**config.mk**
```make
export PLATFORM = sky130hd
export DESIGN_NAME = inst_fetch_unit
export DESIGN_NICKNAME = d
export VERILOG_FILES = /design/src/rtl/inst_fetch_unit_pkg.sv /design/src/rtl/inst_fwft_fifo.sv /design/src/rtl/inst_fetch_unit.sv
export SDC_FILE = /design/constraint.sdc
export NUM_CORES = 2
export LEC_CHECK = 0
export CAP_MARGIN = 20
export CELL_PAD_IN_SITES_DETAIL_PLACEMENT = 0
export CELL_PAD_IN_SITES_GLOBAL_PLACEMENT = 2
export CORE_ASPECT_RATIO = 1.5
export CORE_MARGIN = 10
export CORE_UTILIZATION = 41
export CTS_CLUSTER_SIZE = 12
export DETAILED_ROUTE_END_ITERATION = 8
export GPL_ROUTABILITY_DRIVEN = 0
export PLACE_DENSITY_LB_ADDON = 0.1
export SLEW_MARGIN = 20
export SYNTH_ARGS = -nofsm -noshare
export SYNTH_HDL_FRONTEND = slang
export SYNTH_HIERARCHICAL = 1
export SYNTH_SLANG_ARGS = --single-unit
```
**constraint.sdc**
```tcl
create_clock -name clk -period 21.4 [get_ports clk]
set_input_delay 3.21 -clock clk [delete_from_list [all_inputs] [get_ports clk]]
set_output_delay 3.21 -clock clk [all_outputs]
set_load 0.1 [all_outputs]
```
**src/rtl/inst_fetch_unit_pkg.sv**
```systemverilog
// inst_fetch_unit_pkg: shared widths and instruction-type encoding for the fetch path
package inst_fetch_unit_pkg;
  localparam int INST_LEN = 220;
  localparam int IMEM_AW = 12;
  localparam int CNT_LEN = 16;
  localparam int QDEPTH_LOG2 = 3;
  localparam int INST_TYPE_LSB = 0;
  localparam int INST_TYPE_MSB = 3;
  typedef enum logic [3:0] {
    INST_COMPUTE     = 4'd0,
    INST_LOAD_WEIGHT = 4'd1,
    INST_LOAD_BIAS   = 4'd2,
    INST_LOAD_DATA   = 4'd3,
    INST_WRITE_DATA  = 4'd4
  } inst_type_e;
endpackage

```
**src/rtl/inst_fwft_fifo.sv**
```systemverilog
// inst_fwft_fifo: first-word-fall-through queue with occupancy and sticky underflow flag
module inst_fwft_fifo import inst_fetch_unit_pkg::*; #(
  parameter int W = INST_LEN,
  parameter int AW = QDEPTH_LOG2
) (
  input  logic          clk,
  input  logic          rst_n,
  input  logic          push,
  input  logic [W-1:0]  din,
  input  logic          pop,
  output logic [W-1:0]  dout,
  output logic          empty,
  output logic [AW:0]   occupancy,
  output logic          underflow
);
  logic [W-1:0] mem [2**AW];
  logic [AW-1:0] wr_ptr, rd_ptr;
  logic do_pop;
  assign empty = occupancy == '0;
  assign do_pop = pop && !empty;
  assign dout = mem[rd_ptr];
  // storage, pointers and occupancy; storage is cleared so the head reads zero after reset
  always_ff @(posedge clk) begin
    if (!rst_n) begin
      for (int i = 0; i < 2**AW; i++) mem[i] <= '0;
      wr_ptr <= '0;
      rd_ptr <= '0;
      occupancy <= '0;
      underflow <= 1'b0;
    end else begin
      if (push) begin
        mem[wr_ptr] <= din;
        wr_ptr <= wr_ptr + 1'b1;
      end
      if (do_pop) rd_ptr <= rd_ptr + 1'b1;
      occupancy <= occupancy + (AW+1)'(push) - (AW+1)'(do_pop);
      underflow <= underflow | (pop && empty);
    end
  end
endmodule

```
**src/rtl/inst_fetch_unit.sv**
```systemverilog
// inst_fetch_unit: fetches a run of instructions from RAM into an FWFT queue for the controller
module inst_fetch_unit import inst_fetch_unit_pkg::*; (
  input  logic                clk,
  input  logic                rst_n,
  input  logic                start,
  input  logic [IMEM_AW-1:0]  start_addr,
  input  logic [CNT_LEN-1:0]  inst_count,
  output logic                busy,
  output logic                done,
  output logic                imem_rd_en,
  output logic [IMEM_AW-1:0]  imem_rd_addr,
  input  logic [INST_LEN-1:0] imem_rd_data,
  output logic [INST_LEN-1:0] instruct,
  output logic                inst_empty,
  input  logic                inst_req,
  output logic                underflow
);
  localparam logic [1:0] S_IDLE = 2'd0, S_FETCH = 2'd1, S_DRAIN = 2'd2, S_DONE = 2'd3;
  localparam int QDEPTH = 2**QDEPTH_LOG2;
  logic [1:0] state;
  logic [IMEM_AW-1:0] next_addr;
  logic [CNT_LEN-1:0] remaining;
  logic inflight, issue, pop, drain_done;
  logic [QDEPTH_LOG2:0] occupancy;
  logic [QDEPTH_LOG2+1:0] credit_used;
  assign credit_used = {1'b0, occupancy} + (QDEPTH_LOG2+2)'(inflight);
  assign issue = state == S_FETCH && remaining != '0 && credit_used < (QDEPTH_LOG2+2)'(QDEPTH);
  assign imem_rd_en = issue;
  assign imem_rd_addr = next_addr;
  assign pop = inst_req && !inst_empty;
  assign drain_done = !inflight && (inst_empty || (occupancy == (QDEPTH_LOG2+1)'(1) && pop));
  // fetch sequencing: accept start, issue credited reads, then wait for the queue to drain
  always_ff @(posedge clk) begin
    if (!rst_n) begin
      state <= S_IDLE;
      next_addr <= '0;
      remaining <= '0;
      inflight <= 1'b0;
      busy <= 1'b0;
      done <= 1'b0;
    end else begin
      inflight <= issue;
      done <= state == S_DONE;
      if (issue) begin
        next_addr <= next_addr + 1'b1;
        remaining <= remaining - 1'b1;
      end
      case (state)
        S_IDLE: if (start) begin
          busy <= 1'b1;
          next_addr <= start_addr;
          remaining <= inst_count;
          state <= inst_count == '0 ? S_DONE : S_FETCH;
        end
        S_FETCH: if (issue && remaining == CNT_LEN'(1)) state <= S_DRAIN;
        S_DRAIN: if (drain_done) state <= S_DONE;
        default: begin
          busy <= 1'b0;
          state <= S_IDLE;
        end
      endcase
    end
  end
  inst_fwft_fifo #(.W(INST_LEN), .AW(QDEPTH_LOG2)) u_fifo (
    .clk(clk),
    .rst_n(rst_n),
    .push(inflight),
    .din(imem_rd_data),
    .pop(inst_req),
    .dout(instruct),
    .empty(inst_empty),
    .occupancy(occupancy),
    .underflow(underflow)
  );
endmodule

```
==> results.cfg <==
[logic_synthesis]
synthFlopType = edfxtp_1
ys_ff_latch = 1807
synth_edf_count = 1760
synth_area_leader_cell = edfxtp_1
synth-seq-area-share = 0.6673
synth_cell_types = 56
async_flop_share = 0
synthCells = 4820
syn_nets = 5087
synth.top_cell.area_share = 0.6556
ys_top_cells_by_area = edfxtp_1, and2_1, mux4_2, mux2_2, dfxtp_1
synthesis.area_um2 = 80620
ys_warn_count = 6
avgSynthCellArea_um2 = 16.73

[routing]
drt_wl_total_mm = 230.1
postRouteAntennaNets = 0
drtIter0Drc = 2933
first_pass_iters = 7
viasPerCell = 5.364
wl_per_cell_um = 28.77
drc_errors = 0
num_vias = 42890

[power_and_ir_drop]
power.density_nw_per_um2 = 106.9
power_leakage_nw = 32.67
pwr-share-comb = 0.284
p_seq_frac = 0.415
swShare = 0.3435
p_sw_mw = 3.429
clkPwrFrac = 0.301
irDropWorstVdd_mv = 0.1037
intPower_mw = 6.552

[final_layout]
drive_above_1_share = 0.1870
fin_nets = 5519
syn2layout_area_growth_pct = 15.82

[clock_network]
hold_buffers = 0
htree_levels = 4
clkLatencyLatePin_ns = 0.82
clockBufferDepth = 4
path_clk_slew_ns = 0.06
clock-sinks = 1807
cts_tree = done
cts_root_buf = clkbuf_16
post_cts_buffers = 0
cts_made_buffers = 191
post_cts_resized = 0

[timing]
relSlewSlack = 0.2139
fin_crit_ns = 9.178
final.setup_skew_ns = 0.03164
fin_crit_sh = 0.4289
worst_slack_ns = 12.22
fmaxAchievable_mhz = 109.0
setup_viol = 0
grt_setup_unrepaired = false
final.setup.tns_ns = 0
tightest_slew_ns = 1.175
report.final.slew_viol_count = 0
finalHoldViolCount = 0

[grt]
grt_pass1_vias = 46750
grt_max_degree = 143
antenna_found_initial = 60
grt_use_total = 0.2118
grt_pass1_wl_mm = 333.3
gr-total-overflow = 0

[floorplan]
start_util = 0.4119
rows = 199
die_width_um = 382.1
die-area_um2 = 215100
core_um2 = 195700
io_pins = 489
dieHeight_um = 563.1

[critical_path]
criticalPathCategory = register to output pin
worst_ep_arrival_time_ns = 5.97
cp-end-kind = output pin
ff2ff_path_depth = 5
cp.required_ns = 18.19
path_max_fanout = 106
start_kind = register

[outcome]
status = finished, final reports clean

[flow_run]
cap_violations = 0

[placement]
place.port_buffers = 488
place_ws_ns = 12.82
place_hpwl_mm = 115.8

[hold_path]
hp-class = register to register
whs_path_depth = 2
## kinds of logic after synthesis
kind of cell,Yosys count,synth area share
simple gates,1863,0.1444
buf+inv,345,0.02154
flops,1807,0.6673
mux,667,0.1545
compound gates,98,0.007170
fa+ha+maj,15,0.002421
xor+xnor,25,0.002716
## worst paths after layout
path / startpoint / end / slack (ns)
setup / recovery: register / instruct[88] / 12.22
hold / removal: busy$_SDFFE_PN0P_ / busy$_SDFFE_PN0P_ / 0.50
setup reg to reg: inflight$_SDFF_PN0_ / u_fifo/mem[1][140]$_SDFFCE_PN0P_ / 17.01
hold reg to reg: busy$_SDFFE_PN0P_ / busy$_SDFFE_PN0P_ / 0.50
## per-stage QoR
step | total power [mW] | utilization | instance area (um2) | hold slack [ns] | instances
4_1_cts | 10.13 | 0.4770 | 93350 | 0.4920 | 7977
3_3_place_gp | 7.095 | 0.4495 | 87980 | 0.4634 | 7671
2_1_floorplan | 6.408 | - | 80620 | 0.4639 | 4820
5_1_grt | 10.35 | 0.4769 | 93340 | 0.5349 | 7984
3_5_place_dp | 7.092 | 0.4495 | 87970 | 0.4607 | 7672
6_report | 9.981 | 0.4771 | 93370 | 0.4952 | 7996
## routing by layer
layer,GRT usage,vias to the layer above,share of wire
met5,0,-,0.0019
met1,0.2807,22530,0.43
met3,0.05662,318,0.073
met2,0.3470,1148,0.48
met4,0.05003,68,0.020
li1,-,18830,-
## area by class of cell
class,instances,area [um2]
fillers,16840,102300
flip-flops and latches,1807,53800
multi-input cells,2668,25220
repair buffers,571,5595
clock buffers,249,5060
well taps,2613,3269
clock inverters,56,324.1
inverters,13,48.80
diodes,19,47.55
## cell usage in the layout, fill, tap and decap left out, types with 4 or more instances in the layout
cell type / instances
and2_1: 1770
edfxtp_1: 1760
clkdlybuf4s50_1: 471
mux4_2: 440
mux2_2: 220
clkbuf_16: 193
buf_4: 74
clkbuf_1: 54
dfxtp_1: 44
clkinv_1: 36
o21ai_0: 34
a21oi_1: 30
xnor2_1: 23
diode_2: 19
nand2_1: 14
ha_1: 14
inv_1: 13
buf_12: 13
clkinv_2: 11
buf_2: 10
nand4_1: 9
nor2_1: 7
mux2i_1: 7
nand3_1: 6
nor3_1: 6
o21ai_4: 6
nor2_4: 6
or3_1: 5
nor2b_1: 5
a2111oi_0: 5
a211oi_1: 5
a311oi_1: 5
and4_1: 4
nand2b_1: 4
nor4_1: 4
## Yosys cell counts, types with 3 or more instances
library cell  number
and2_1          1770
edfxtp_1        1760
mux4_2           440
mux2_2           220
clkbuf_1         189
dfxtp_1           47
buf_6             44
clkbuf_2          40
o21ai_0           40
buf_2             34
a21oi_1           30
xnor2_1           23
buf_1             20
ha_1              14
nand2_1           14
inv_1             13
nor2_1            11
nand4_1            9
mux2i_1            7
nand2b_1           6
nand3_1            6
nor3_1             6
a2111oi_0          5
a211oi_1           5
a311oi_1           5
buf_4              5
nor2b_1            5
nor4_1             5
or3_1              5
and4_1             4
and3_1             3
or4_1              3
## power groups by stage
| stage | clock, mW | combinational [mW] | sequential, mW |
|---|---|---|---|
| floorplan | 0 | 2.09 | 4.32 |
| global placement | 0 | 2.88 | 4.21 |
| CTS | 3.10 | 2.88 | 4.14 |
| detailed placement | 0 | 2.87 | 4.22 |
| global route | 3.23 | 2.96 | 4.16 |
| finish | 3.01 | 2.83 | 4.14 |
## worst max-delay path, stage by stage (launching register included)
cell,delay (ns)
dfxtp_4,0.81
buf_12,0.57
buf_4,0.79
buf_12,0.72
mux4_2,0.61
mux2_2,0.29
clkdlybuf4s50_1,1.03
## state kept, by name (all words and copies together), names as in the netlist, named ones only
name,count
done,1
state,2
u_fifo/mem,1760
inflight,1
busy,1
u_fifo/underflow,1
u_fifo/rd_ptr,3
remaining,16
u_fifo/wr_ptr,3
u_fifo/occupancy,4
imem_rd_addr,12
(Power assumes the default switching activity.)
